**config.mk**
```make
export PLATFORM = sky130hd
export DESIGN_NAME = bi_mem_tp_wm_arb
export DESIGN_NICKNAME = d
export VERILOG_FILES = /design/src/rtl/bi_mem_tp_wm_arb.sv
export SDC_FILE = /design/constraint.sdc
export NUM_CORES = 1
export LEC_CHECK = 0
export BUFFER_PORTS_ARGS = -buffer_cell sky130_fd_sc_hd__buf_2
export CAP_MARGIN = 25
export CORE_MARGIN = 1
export CORE_UTILIZATION = 28
export DETAILED_ROUTE_END_ITERATION = 10
export GPL_ROUTABILITY_DRIVEN = 0
export PLACE_DENSITY_LB_ADDON = 0.25
export SYNTH_ARGS = -nofsm -noshare
export SYNTH_HDL_FRONTEND = slang
export SYNTH_SLANG_ARGS = --single-unit
```
**constraint.sdc**
```tcl
create_clock -name clk_i -period 1.2 [get_ports clk_i]
set_input_delay 0.18 -clock clk_i [delete_from_list [all_inputs] [get_ports clk_i]]
set_output_delay 0.18 -clock clk_i [all_outputs]
set_load 0.05 [all_outputs]
```
**src/rtl/bi_mem_tp_wm_arb.sv**
```systemverilog
// bi_mem_tp_wm_arb
//
// Purpose:
//   Places a bank of PORTS requesters in front of a two-port memory with a write mask.
//   The memory has one write port and one read port, and the read port has one cycle
//   of latency. Writes and reads each have their own round-robin arbiter. Each grant
//   is a combinational function of the requests in the same cycle. The arbiters steer
//   the winner's fields straight to the memory and never store request fields. Read
//   data comes back one cycle after the grant. It appears on a shared bus, and a
//   one-hot valid vector marks which requester it belongs to.
//
// Configuration macro:
//   BI_MEM_ARB_COLLISION_STALL_EN
//     Defined: if both winners target the same address in the same cycle, the read
//     loses that cycle and its pointer holds. The read is served on the following
//     cycle and so returns the freshly written data.
//     Undefined: there is no collision check.
//
// Ports (requester i owns slice i of each packed array):
//   clk_i            - clock; all state changes on the rising edge
//   rst_ni           - synchronous active-low reset; also forces grants/enables low
//   wrReq_i/wrAddr_i/wrMask_i/wrData_i - write requests and their fields
//   wrGnt_o          - write grant, one-hot or zero
//   rdReq_i/rdAddr_i - read requests and their addresses
//   rdGnt_o          - read grant, one-hot or zero
//   rdValid_o        - read data valid, one-hot or zero, one cycle after the grant
//   rdData_o         - shared read data, zero when nothing is valid
//   memRead*/memWrite* - memory-side read and masked-write ports

module bi_mem_tp_wm_arb #(
    parameter int unsigned WIDTH  = 16,
    parameter int unsigned HEIGHT = 16,
    parameter int unsigned MASK   = 4,
    parameter int unsigned PORTS  = 2,
    localparam int unsigned AW    = (HEIGHT > 1) ? $clog2(HEIGHT) : 1
) (
    input  logic                   clk_i,
    input  logic                   rst_ni,

    input  logic [PORTS-1:0]       wrReq_i,
    input  logic [PORTS*AW-1:0]    wrAddr_i,
    input  logic [PORTS*MASK-1:0]  wrMask_i,
    input  logic [PORTS*WIDTH-1:0] wrData_i,
    output logic [PORTS-1:0]       wrGnt_o,

    input  logic [PORTS-1:0]       rdReq_i,
    input  logic [PORTS*AW-1:0]    rdAddr_i,
    output logic [PORTS-1:0]       rdGnt_o,
    output logic [PORTS-1:0]       rdValid_o,
    output logic [WIDTH-1:0]       rdData_o,

    output logic                   memReadEnable_o,
    output logic [AW-1:0]          memReadAddr_o,
    input  logic [WIDTH-1:0]       memReadData_i,

    output logic                   memWriteEnable_o,
    output logic [MASK-1:0]        memWriteMask_o,
    output logic [AW-1:0]          memWriteAddr_o,
    output logic [WIDTH-1:0]       memWriteData_o
);

    localparam int unsigned PW = (PORTS > 1) ? $clog2(PORTS) : 1;

    // Selects the requester nearest the pointer, counting upward from the pointer
    // itself and wrapping at PORTS. The distance is measured from the pointer, so the
    // smallest distance among active requests wins.
    function automatic logic [PORTS-1:0] rr_pick(input logic [PORTS-1:0] req,
                                                 input logic [PW-1:0]    ptr);
        logic [PORTS-1:0] gnt;
        int unsigned      best_off;
        int unsigned      best_idx;
        int unsigned      off;
        logic             found;
        gnt      = '0;
        best_off = PORTS;
        best_idx = 0;
        found    = 1'b0;
        for (int unsigned i = 0; i < PORTS; i++) begin
            off = (PORTS + i - 32'(ptr)) % PORTS;
            if (req[i] && (off < best_off)) begin
                best_off = off;
                best_idx = i;
                found    = 1'b1;
            end
        end
        for (int unsigned i = 0; i < PORTS; i++) begin
            gnt[i] = found && (i == best_idx);
        end
        return gnt;
    endfunction

    // The pointer moves to just past the winner. It holds when nobody is granted.
    function automatic logic [PW-1:0] rr_next(input logic [PORTS-1:0] gnt,
                                              input logic [PW-1:0]    ptr);
        logic [PW-1:0] nxt;
        nxt = ptr;
        for (int unsigned i = 0; i < PORTS; i++) begin
            if (gnt[i]) begin
                nxt = PW'((i + 1) % PORTS);
            end
        end
        return nxt;
    endfunction

    logic [PW-1:0]    wr_ptr_q, wr_ptr_d;
    logic [PW-1:0]    rd_ptr_q, rd_ptr_d;
    logic [PORTS-1:0] rd_valid_q;

    logic [PORTS-1:0] wr_gnt;
    logic [PORTS-1:0] rd_cand;
    logic [PORTS-1:0] rd_gnt;
    logic [AW-1:0]    wr_addr_win;
    logic [MASK-1:0]  wr_mask_win;
    logic [WIDTH-1:0] wr_data_win;
    logic [AW-1:0]    rd_addr_cand;
    logic             collide;

    // Arbitration and winner muxing. Each grant is one-hot, so OR-ing the selected
    // slices gives exactly the winner's fields.
    always_comb begin
        wr_gnt       = rst_ni ? rr_pick(wrReq_i, wr_ptr_q) : '0;
        rd_cand      = rst_ni ? rr_pick(rdReq_i, rd_ptr_q) : '0;
        wr_addr_win  = '0;
        wr_mask_win  = '0;
        wr_data_win  = '0;
        rd_addr_cand = '0;
        for (int unsigned i = 0; i < PORTS; i++) begin
            if (wr_gnt[i]) begin
                wr_addr_win = wr_addr_win | wrAddr_i[i*AW +: AW];
                wr_mask_win = wr_mask_win | wrMask_i[i*MASK +: MASK];
                wr_data_win = wr_data_win | wrData_i[i*WIDTH +: WIDTH];
            end
            if (rd_cand[i]) begin
                rd_addr_cand = rd_addr_cand | rdAddr_i[i*AW +: AW];
            end
        end
`ifdef BI_MEM_ARB_COLLISION_STALL_EN
        // The write goes first. The read retries next cycle and sees the new data.
        collide = (|wr_gnt) && (|rd_cand) && (rd_addr_cand == wr_addr_win);
`else
        collide = 1'b0;
`endif
        rd_gnt   = collide ? '0 : rd_cand;
        wr_ptr_d = rr_next(wr_gnt, wr_ptr_q);
        // A suppressed read sees no grant here, so its pointer stays put.
        rd_ptr_d = rr_next(rd_gnt, rd_ptr_q);
    end

    always_ff @(posedge clk_i) begin
        if (!rst_ni) begin
            wr_ptr_q   <= '0;
            rd_ptr_q   <= '0;
            rd_valid_q <= '0;
        end else begin
            wr_ptr_q   <= wr_ptr_d;
            rd_ptr_q   <= rd_ptr_d;
            rd_valid_q <= rd_gnt;
        end
    end

    always_comb begin
        wrGnt_o          = wr_gnt;
        rdGnt_o          = rd_gnt;

        memWriteEnable_o = |wr_gnt;
        memWriteAddr_o   = wr_addr_win;
        memWriteMask_o   = wr_mask_win;
        memWriteData_o   = wr_data_win;

        memReadEnable_o  = |rd_gnt;
        memReadAddr_o    = (|rd_gnt) ? rd_addr_cand : '0;

        // Gate with reset as well. A read granted just before reset asserts must not
        // show valid while reset is held.
        rdValid_o        = rst_ni ? rd_valid_q : '0;
        rdData_o         = (|rdValid_o) ? memReadData_i : '0;
    end

endmodule
```
# ---- After elaboration in Yosys (flattened, before gate mapping)
# Cells that the tools add are included.
dict set report op_classes {
  muxes 21
  eq_ne 2
  n_reduce_logical 15
  add_sub_neg 4
  n_bitwise 5
  n_lt_le_gt_ge 4
}
# operator count
set op_table {}
lappend op_table {{equality test 1 x 32 -> 1 bit, first input constant} 2}
lappend op_table {{zero test 32 bit} 2}
lappend op_table {{less-than comparator 1 x 32 -> 1 bit} 2}
lappend op_table {{two-way mux 16 bit} 3}
lappend op_table {{two-way mux 4 bit} 7}
lappend op_table {{OR 16 bit} 1}
lappend op_table {{OR 4 bit} 3}
lappend op_table {{two-way mux 2 bit} 5}
lappend op_table {{OR reduction 2 bit} 5}
lappend op_table {{logical AND 1 bit} 8}
lappend op_table {{two-way mux 1 bit} 6}
lappend op_table {{less-than comparator 1 x 2 -> 1 bit, second input constant} 2}
lappend op_table {{subtractor 1 bit, first input constant} 4}
lappend op_table {{inverter 1 bit} 1}
dict set report word_totals {
  output_inout_bits 52
  register_bits 4
  inputBits 78
  elab_cells 54
}

# ---- Depth between registers and ports, before layout
dict set report logic_depth {
  depth_word 14
  ltp_mapped 5
  ltp_nobuf 3
}

# ---- Worst setup path after synthesis
# OpenSTA, ideal clock, no wires.
dict set report synth_path {
  kind {register to output}
  from {reg wr_ptr_q}
  to {out memWriteData_o[10]}
  path_slack_ns -0.448
  n_path_buf 1
  arrival_time_ns 1.468
  path_stages_with_launch 5
  required_ns 1.020
  cell_sequence {dfxtp_1 -> nand2b_2 -> nand2_2 -> buf_4 -> o22ai_1}
}
dict set report synth_via {
  elab_chain_cells 13
  word_cells_on_any_way 18
  classes_between {2 x add/sub; 2 x order compare; 1 x eq/ne; 7 x mux; 1 x bitwise; 5 x reduce/logical}
}
# item line
set synth_lines {}
lappend synth_lines {{start, declared} 105} ;# logic [PW-1:0] wr_ptr_q, wr_ptr_d;
lappend synth_lines {{start signal, assigned} 155} ;# wr_ptr_q <= wr_ptr_d;
lappend synth_lines {{subtractor 1 bit} 79} ;# off = (PORTS + i - 32'(ptr)) % PORTS;
lappend synth_lines {{less-than comparator 1 x 2 -> 1 bit} 80} ;# if (req[i] && (off < best_off)) begin
lappend synth_lines {{logical AND 1 bit} 80}
lappend synth_lines {{two-way mux 2 bit} 80}
lappend synth_lines {{less-than comparator 1 x 32 -> 1 bit} 80}
lappend synth_lines {{logical AND 1 bit} 80}
lappend synth_lines {{two-way mux 1 bit} 80}
lappend synth_lines {{zero test 32 bit} 87} ;# gnt[i] = found && (i == best_idx);
lappend synth_lines {{logical AND 1 bit} 87}
lappend synth_lines {{two-way mux 2 bit *} 121} ;# wr_gnt = rst_ni ? rr_pick(wrReq_i, wr_ptr_q) : '0;
lappend synth_lines {{two-way mux 16 bit} 128} ;# if (wr_gnt[i]) begin
lappend synth_lines {{OR 16 bit} 131} ;# wr_data_win = wr_data_win | wrData_i[i*WIDTH +: WIDTH];
lappend synth_lines {{two-way mux 16 bit *} 128}
lappend synth_lines {{end, declared} 59} ;# output logic [WIDTH-1:0] memWriteData_o
# Mark *: on every way between the ends. The rest lies on a longest branch, timed or not.

# ---- Worst setup path in the final report
dict set report layout_path {
  from {reg wr_ptr_q}
  to {out memWriteData_o[4]}
}
# The elaborated chain is that of the path after synthesis.

==> summary.txt <==
R2R Path Start = rd_ptr_q
Tot Pwr = 1.64 mW
I/O pins = 130
hold_sp = rdReq_i[0]
yosys warns = 0
crit path setup slack, layout = -0.282 ns
antenna fix cells = 0
post-route minimum period = 1.48 ns
starting density of the core = 0.294
crit share post-route = 1.23
TritonCTS clock tree = yes
initial antenna violation count = 0
Slew headroom = 0.816
CP endpoint kind = output pin
wire length per cell = 17.2 um
max cap viols = 0
unrepaired setup endpoints after global routing = yes
vias per inst = 5.30
clock latency on the worst-skew pair = 0.24 ns
share of layout cells above drive strength 1 = 0.753
smallest hold slack = 0.272 ns
Sequential Power Share = 0.095
Setup-failing EPs final = 46
cell area after synthesis = 811 um2
critical path data arrival time = 1.30 ns
die area = 3110 um2
CP Launch Point = wr_ptr_q
final core occ = 0.893
Tightest Pin Transition = 0.278 ns
fin. max-slew vios = 0
post-route DRC violation count = 0
post-route antenna net violation count = 0
Final Hold Fails = 0
combinational fraction of design power = 0.800
outcome = finished with violations
first drt pass iteration count = 4
FMAX = 0.675 GHz
post-synthesis register bit count = 4
dpl hpwl = 2620 um
Worst Hold Class = input pin to flip-flop
Routed WL = 5330 um
Power Dens Cells = 668 nW/um2
CTS Hold Bufs = 0
syn nets = 222
Num CTS Buffers = 3
FF-to-FF setup slack = 0.34 ns
total internal power = 809 uW
CORE AREA = 2760 um2
Max VDD drop = 0.000945 V
sequential share of the synthesized area = 0.0988
LEAKAGE = 1.16 nW
CP Class = flip-flop to output pin
Clock Sinks = 4
gr usage total = 0.273
Crit Path Max Fanout = 10
Cell Rows = 19
# port buffers = 129
CTS clock-pin slew for the worst setup and hold paths = 0.04 ns
Remaining Overflow, GRT = 0
Avg Synthesized Cell Area = 5.63 um2
Post-Syn Instances = 144
distinct cell type count after synthesis = 18
largest net degree at the start of global routing = 40
first-pass GRT wire length = 6840 um
number of global-route vias before repair = 1488
Place WS = -0.0901 ns
Setup Skew = 0.00112 ns
CTS H-tree lvls = 1
DR iter-0 viols = 72
CP startpoint kind = flip-flop
Syn-to-layout area delta = 204%
setup tns final = -9.15 ns
Die Ht = 55.8 um
clock network power share = 0.105
Worst EP required = 1.02 ns
clock root buffer = clkbuf_4
Switching Share = 0.508
via count = 1644
Die Wd = 55.8 um
Sw Pwr = 835 uW
failing checks = negative setup slack
fin nets = 359
clk buf depth = 2
-- worst max-delay path: stages, from the launching register on --
cell	delay (ns)
dfxtp_2	0.34
nand2b_4	0.16
nand2_8	0.09
buf_12	0.17
o22ai_4	0.11
buf_6	0.18
-- cells in the mapped netlist, drive strengths merged --
| cell | count | area, um2 |
|---|---|---|
| a21oi | 1 | 5.00 |
| and2 | 18 | 113 |
| buf | 13 | 98.8 |
| dfxtp | 4 | 80.1 |
| inv | 2 | 7.50 |
| nand2 | 61 | 234 |
| nand2b | 2 | 15.0 |
| nor2 | 13 | 56.3 |
| o21ai | 2 | 13.8 |
| o22ai | 28 | 188 |
-- through the flow --
stage | instance area (um2) | instances
CTS | 2280 | 307
floorplan | 1070 | 144
global placement | 1760 | 300
detailed placement | 1760 | 300
finish | 2460 | 310
global route | 2460 | 310
-- registers in the layout (all words and copies together), names as in the netlist --
name,cells
rd_valid_q,2
wr_ptr_q,1
rd_ptr_q,1
-- kinds of logic after synthesis --
| logic type | synth area share |
|---|---|
| buf+inv | 0.131 |
| flops | 0.0988 |
| simple gates | 0.515 |
| compound gates | 0.255 |
-- repair_timing --
item,4_1_cts,5_1_grt
pin swaps,13,15
resized for setup,141,24
gates cloned,3,3
setup endpoints to repair,48,49
setup buffers,1,0
-- layout by cell type, fill, tap and decap left out, drive strengths merged --
master / count
buf: 140
nand2: 61
o22ai: 28
and2: 18
nor2: 14
clkbuf: 7
dfxtp: 4
inv: 2
nand2b: 2
o21ai: 2
a21oi: 1
-- routing by layer --
layer,GRT usage,wire (um),vias to the layer above,part of all wire
met3,0.0488,333,22,0.062
met1,0.288,1780,763,0.33
met4,0.101,264,0,0.050
met2,0.532,2950,105,0.55
li1,-,-,754,-
met5,0,0,-,0
-- final cells by class --
class	instances	area, um2
Inverter	2	7.51
Multi-Input combinational cell	126	1050
Clock buffer	3	22.5
Fill cell	131	295
Timing Repair Buffer	144	1250
Tap cell	31	38.8
Sequential cell	4	87.6
-- final timing paths --
check	end	cells past startpoint
hold / removal	rd_valid_q[0]	3
setup / recovery	memWriteData_o[4]	5
setup reg to reg	rd_valid_q[1]	3
hold reg to reg	wr_ptr_q	2
-- power groups by stage --
stage               clock network [mW]  registers (mW)  logic, mW
finish                           0.173           0.155       1.32
global route                     0.190           0.155       1.36
CTS                              0.176           0.154       1.19
detailed placement                   0           0.150      0.964
global placement                     0           0.150      0.958
floorplan                            0           0.149      0.712
No activity file was read; power rests on OpenSTA's default activity.
